[src/rtl/vslc_pkg.sv]
// vslc_pkg: shared widths and direction constants for the VSLC blocks
package vslc_pkg;
  localparam int VSLC_TIMER_WIDTH = 10;
  localparam logic VSLC_DIR_DOWN = 1'b0;
  localparam logic VSLC_DIR_UP = 1'b1;
endpackage

[src/rtl/tt_um_jimktrains_vslc_edge_detect.sv]
// tt_um_jimktrains_vslc_edge_detect: rising-edge strobe from a registered history bit
module tt_um_jimktrains_vslc_edge_detect (
  input  logic clk,
  input  logic rst,
  input  logic i_in,
  output logic o_rise
);
  logic r_prev;
  always_ff @(posedge clk) r_prev <= rst ? 1'b0 : i_in;
  assign o_rise = i_in & ~r_prev;
endmodule

[src/rtl/tt_um_jimktrains_vslc_counter.sv]
// tt_um_jimktrains_vslc_counter: saturating up/down event counter with preset compare
module tt_um_jimktrains_vslc_counter
  import vslc_pkg::*;
#(
  parameter int WIDTH = VSLC_TIMER_WIDTH
) (
  input  logic             clk,
  input  logic             rst,
  input  logic             count_enabled,
  input  logic             count_in,
  input  logic             count_up,
  input  logic [WIDTH-1:0] preset,
  input  logic             load,
  output logic [WIDTH-1:0] counter_o,
  output logic             done,
  output logic             overflow,
  output logic             edge_o
);
  localparam logic [WIDTH-1:0] MAX = '1;
  logic [WIDTH-1:0] r_counter, w_next;
  logic r_done, r_overflow, w_ovf_next, w_edge, w_up, w_sat;
  tt_um_jimktrains_vslc_edge_detect u_edge (
    .clk(clk),
    .rst(rst),
    .i_in(count_in),
    .o_rise(w_edge)
  );
  assign w_up = count_up == VSLC_DIR_UP;
  assign w_sat = w_up ? r_counter == MAX : r_counter == '0;
  // saturation holds the count and flags overflow instead of wrapping
  always_comb begin
    w_next = r_counter;
    w_ovf_next = r_overflow;
    if (load) begin
      w_next = w_up ? '0 : preset;
      w_ovf_next = 1'b0;
    end else if (count_enabled && w_edge) begin
      w_next = w_sat ? r_counter : (w_up ? r_counter + 1'b1 : r_counter - 1'b1);
      w_ovf_next = r_overflow | w_sat;
    end
  end
  always_ff @(posedge clk) begin
    if (rst) begin
      r_counter <= '0;
      r_overflow <= 1'b0;
      r_done <= 1'b0;
    end else begin
      r_counter <= w_next;
      r_overflow <= w_ovf_next;
      r_done <= w_up ? w_next >= preset : w_next == '0;
    end
  end
  assign counter_o = r_counter;
  assign done = r_done;
  assign overflow = r_overflow;
  assign edge_o = w_edge;
endmodule
[config.mk]
export PLATFORM = sky130hd
export DESIGN_NAME = tt_um_jimktrains_vslc_counter
export DESIGN_NICKNAME = d
export VERILOG_FILES = /design/src/rtl/vslc_pkg.sv /design/src/rtl/tt_um_jimktrains_vslc_edge_detect.sv /design/src/rtl/tt_um_jimktrains_vslc_counter.sv
export SDC_FILE = /design/constraint.sdc
export NUM_CORES = 1
export LEC_CHECK = 0
export CELL_PAD_IN_SITES_DETAIL_PLACEMENT = 2
export CELL_PAD_IN_SITES_GLOBAL_PLACEMENT = 2
export CORE_MARGIN = 5
export CORE_UTILIZATION = 26
export DETAILED_ROUTE_END_ITERATION = 12
export GPL_ROUTABILITY_DRIVEN = 0
export HOLD_SLACK_MARGIN = 0.12
export MAX_ROUTING_LAYER = met4
export PLACE_DENSITY_LB_ADDON = 0.1
export SYNTH_ARGS = -nofsm -noshare
export SYNTH_HDL_FRONTEND = slang
export SYNTH_SLANG_ARGS = --single-unit
[constraint.sdc]
create_clock -name clk -period 3.4 [get_ports clk]
set_clock_uncertainty 0.15 [all_clocks]
set_input_delay 0.68 -clock clk [delete_from_list [all_inputs] [get_ports clk]]
set_output_delay 0.68 -clock clk [all_outputs]
set_load 0.02 [all_outputs]
### Yosys cells after proc, flatten, opt, wreduce, memory -nomap -nowiden

Cells that the tools add are included.

* input port bits: 16
* bits in registers: 13
* word-level logic and storage cells: 22
* output and inout bits: 13

* equality and inequality tests: 1
* multiplexer cells: 7
* reductions and logical operators: 4
* bitwise logic cells: 3
* $add $sub $neg: 2
* $lt $le $gt $ge: 1

Operators by type and width (count)
* $mux W10: 5
* $logic_not A10 Y1: 2
* $add A10 B1 Y10 const B: 1
* $eq A10 B10 Y1 const B: 1
* $ge A10 B10 Y1: 1
* $sub A10 B1 Y10 const B: 1
* $mux W1: 2
* $reduce_or A2 Y1: 1
* $and A1 B1 Y1: 1
* $logic_and A1 B1 Y1: 1
* $not A1 Y1: 1
* $or A1 B1 Y1: 1

### Logic depth before layout (Yosys ltp)

* depth in word-level cells: 7
* gate-level depth with buffers: 17
* mapped depth without buffers: 15

### Modules after synthesis

Synthesis repeated with hierarchy kept, for this count alone.

* cell total of the unflattened synthesis: 171
* area, all modules: 1376.3 um^2

By module, submodules not included
* tt_um_jimktrains_vslc_counter: cells each 168, area an instance 1328.8 um^2, seq. area each 240.2 um^2, instances 1
* tt_um_jimktrains_vslc_edge_detect: cells each 3, area an instance 47.5 um^2, seq. area each 20.0 um^2, instances 1

### Worst setup path before layout

No wires, ideal clock.

* kind: in2reg
* start point: in count_up
* end point: reg r_done, in the netlist done
* library setup time: 0.116 ns
* required time: 3.134 ns
* stages: 13
* arrival: 3.352 ns
* buffers on the path: 1
* slack: -0.219 ns
* cell sequence: buf_4 inv_1 ha_1 o21ai_0 a21oi_1 o31a_1 or3_1 o31ai_1 ha_1 and4_1 a21oi_1 a311oi_1 a41o_1

* word-level cells in the longest chain between the ends: 6
* elaborated cells between the ends (all ways): 9
* classes of those cells: 1 x order compare; 7 x mux; 1 x reduce/logical

Ends and longest elaborated chain
* from (decl): RTL line tt_um_jimktrains_vslc_counter.sv:11 `input logic count_up,`
* $mux W10 or $mux W1 (tied branches): RTL line tt_um_jimktrains_vslc_counter.sv:38, tt_um_jimktrains_vslc_counter.sv:29
* $mux W10: RTL line tt_um_jimktrains_vslc_counter.sv:38 `w_next = w_sat ? r_counter : (w_up ? r_counter + 1'b1 : r_counter - 1'b1);`
* $mux W10: RTL line tt_um_jimktrains_vslc_counter.sv:37 `end else if (count_enabled && w_edge) begin`
* $mux W10 (*): RTL line tt_um_jimktrains_vslc_counter.sv:34 `if (load) begin`
* named net w_next[6]: RTL line tt_um_jimktrains_vslc_counter.sv:20 `logic [WIDTH-1:0] r_counter, w_next;`
* $ge A10 B10 Y1 or $logic_not A10 Y1 (tied branches): RTL line tt_um_jimktrains_vslc_counter.sv:50 `r_done <= w_up ? w_next >= preset : w_next == '0;`
* $mux W1 (*): RTL line tt_um_jimktrains_vslc_counter.sv:50
* to (signal assigned): RTL line tt_um_jimktrains_vslc_counter.sv:46 `r_done <= 1'b0;`
* to (signal assigned): RTL line tt_um_jimktrains_vslc_counter.sv:50
* to (decl): RTL line tt_um_jimktrains_vslc_counter.sv:21 `logic r_done, r_overflow, w_ovf_next, w_edge, w_up, w_sat;`

Mark *: on every way through the listed nets, which the timed path passes. The rest lies on a longest branch.
A chain may end at the register's enable or synchronous reset.

### Worst setup path in the final report

Ends and elaborated chain as after synthesis.

==> results.cfg <==
[critical_path]
required_ns = 3.38
cp-startpoint = count_up
crit_top_cell = a21oi_2
worstPathCellList = buf_8, buf_4, fa_2, nand2b_1, a21oi_2, nor4_1, or3_4, o31ai_4, ha_1, and4_4, a21oi_2, a311oi_1, a41o_1
cp_max_fo = 8
worst_setup_path_start_kind = input pin
worst_setup_path_end_kind = flip-flop
arrival_ns = 3.41
worstReg2RegStart = counter_o[2]
slowest_stage = fa_2
path_class = input pin to flip-flop
max_stage_delay_ns = 0.40

[synth]
netlist_area_um2 = 1331
ys.warnings.count = 0
synth-seq-area-share = 0.1955
ys_seq_elements = 13
synth-async-reset-ratio = 0
synth_cell_types = 46
synth_top_area_share = 0.1955
postSynthNetCount = 207
synth_edf_count = 0
synth.area.top_cells = dfxtp_1, ha_1, a21oi_1
synth_cells = 172
synth_top_cell_by_area = dfxtp_1
synth_area_per_cell_um2 = 7.740
synthFlopType = dfxtp_1

[die]
io_pins = 29
start_util = 0.2640
dieHeight_um = 81.56
std_cell_rows = 26
die_w_um = 81.56
die_area_um2 = 6651
core-area_um2 = 5042

[global_routing]
grt_use_total = 0.1826
grt_pass1_wl_um = 9094
antenna_found_initial = 0
grt_max_degree = 15
first_global_vias = 1811
overflow = 0

[hold_path]
hold_start = overflow
hold_path_class = flip-flop to flip-flop

[sta]
fmax_ghz = 0.2912
max_slew.worst_pin.slew_ns = 0.3458
slew_violations = 0
setup_viol = 1
whs_ns = 0.3660
fin_crit_sh = 1.010
grt_setup_unrepaired = true
slew-limit-headroom = 0.7675
layout_setup_ws_ns = -0.03402
tns_ns = -0.03402
period_needed_ns = 3.434
finalHoldViolations = 0

[route]
vias_per_cell = 5.029
vias = 1539
firstDrtPassIters = 4
wire_per_inst_um = 17.50
wl_um = 5356
drt_iter0_drc = 31
route.detailed.drc = 0
ant_nets = 0

[clock_network]
cts_buffer_depth = 2
cts_sinks = 13
cts_tree = built
cts_buffers = 3
clk_pin_slew_ns = 0.06
cts_max_level = 1
worst_skew_pair.late_latency_ns = 0.24
ctsRootBufferMaster = clkbuf_8

[layout]
nNetsFinal = 272
n_fill_cell = 562
layoutNonFillerInstCount = 306
diodes = 0
area_growth_pct = 65.79
drive_gt1_frac = 0.3136

[placement]
placed_cells = 300
io_buffers = 28
dp_hpwl_um = 4400

[status]
violations = setup timing
status = finished with violations

[job]
drv_cap = 0

[pwr]
leakage_nw = 0.9523
p_per_area_nw_per_um2 = 279.1
irDropWorstVdd_mv = 0.1421
finalPower_uw = 616.0
metrics by stage:
step | util | setup WS [ns] | cell area, µm²
2_1_floorplan | - | -0.08244 | 1425
3_3_place_gp | 0.4007 | -0.8934 | 2021
3_5_place_dp | 0.4007 | -1.070 | 2021
4_1_cts | 0.4280 | -0.04822 | 2158
5_1_grt | 0.4377 | -0.2348 | 2207
6_report | 0.4377 | -0.03402 | 2207
layout make-up:
| type | count | area (µm²) | area share |
|---|---|---|---|
| sequential | 13 | 260.3 | 0.1179 |
| timing repair buffer | 65 | 575.6 | 0.2608 |
| clock buffer | 4 | 45.04 | 0.02041 |
| inverter | 15 | 60.06 | 0.02721 |
| multi-input combinational | 139 | 1179 | 0.5340 |
| tap | 70 | 87.58 | 0.03968 |
cell usage after synthesis (all sizes together), types with 2 or more instances:
cell and count:
ha 18, inv 15, a21oi 14, dfxtp 13, nand2 13, nor2b 10
o21ai 10, nor2 8, nor4 7, nor3 6, a21o 5, nand3 5
nand4 5, o21a 4, buf 3, o31ai 3, a211oi 2, a22oi 2
a311oi 2, clkbuf 2, nand2b 2, or3 2, xnor2 2, xor2 2
power by group:
| group | internal, mW | switching, mW | total (mW) |
|---|---|---|---|
| logic | 0.157 | 0.146 | 0.303 |
| clock network | 0.0827 | 0.0563 | 0.139 |
| registers | 0.161 | 0.0130 | 0.174 |
layout by cell type, fill, tap and decap left out, drive strengths merged, types with 5 or more instances in the layout:
cell and count:
o21ai 10, ha 18, buf 38, dfxtp 13, nand3 5, nand4 5, a21o 5, nor3 6
nor2b 10, nand2 13, nor4 7, inv 14, a21oi 14, clkdlybuf4s50 27, nor2 8
metal layers:
layer / routed length [µm] / vias up / track usage
met5: 0 / - / -
met4: 36 / 0 / 0.04054
met3: 73 / 4 / 0.01425
met2: 2832 / 18 / 0.3371
met1: 2413 / 753 / 0.2139
li1: - / 764 / -
flip-flops by register name, indices dropped and copies added, names as in the netlist:
name,cells
done,1
u_edge.r_prev,1
counter_o,10
overflow,1
logic make-up (layout without fill, tap and decap cells):
group                    Yosys count  in the layout  synth area share
AND/OR/NAND/NOR                   63             63            0.2622
flip-flops                        13             13            0.1955
XOR/XNOR                           4              4           0.02632
AO/OA/AOI/OAI                     51             51            0.2547
buffers and inverters             20             84           0.06109
adder cells (fa/ha/maj)           19             19            0.1842
multiplexers                       2              2           0.01598
worst max-delay path: cells and delay by family:
family / cells / cell delay [ns]
buffers and inverters: 2 / 0.27
adder cells (fa/ha/maj): 2 / 0.68
AO/OA/AOI/OAI: 5 / 0.92
AND/OR/NAND/NOR: 4 / 0.83
what timing repair did:
action | in CTS | in global routing
buffers inserted | 2 | 0
hold buffers | 0 | 0
resized for setup | 20 | 8
pin swaps | 17 | 3
endpoints found under the setup margin | 2 | 1
final timing paths:
| kind | slack (ns) | to | depth (start not counted) |
|---|---|---|---|
| setup / recovery | -0.03 | done | 13 |
| hold / removal | 0.37 | overflow | 2 |
| setup reg to reg | 0.18 | done | 14 |
| hold reg to reg | 0.37 | overflow | 2 |
Power figures use the tool's default switching activity.
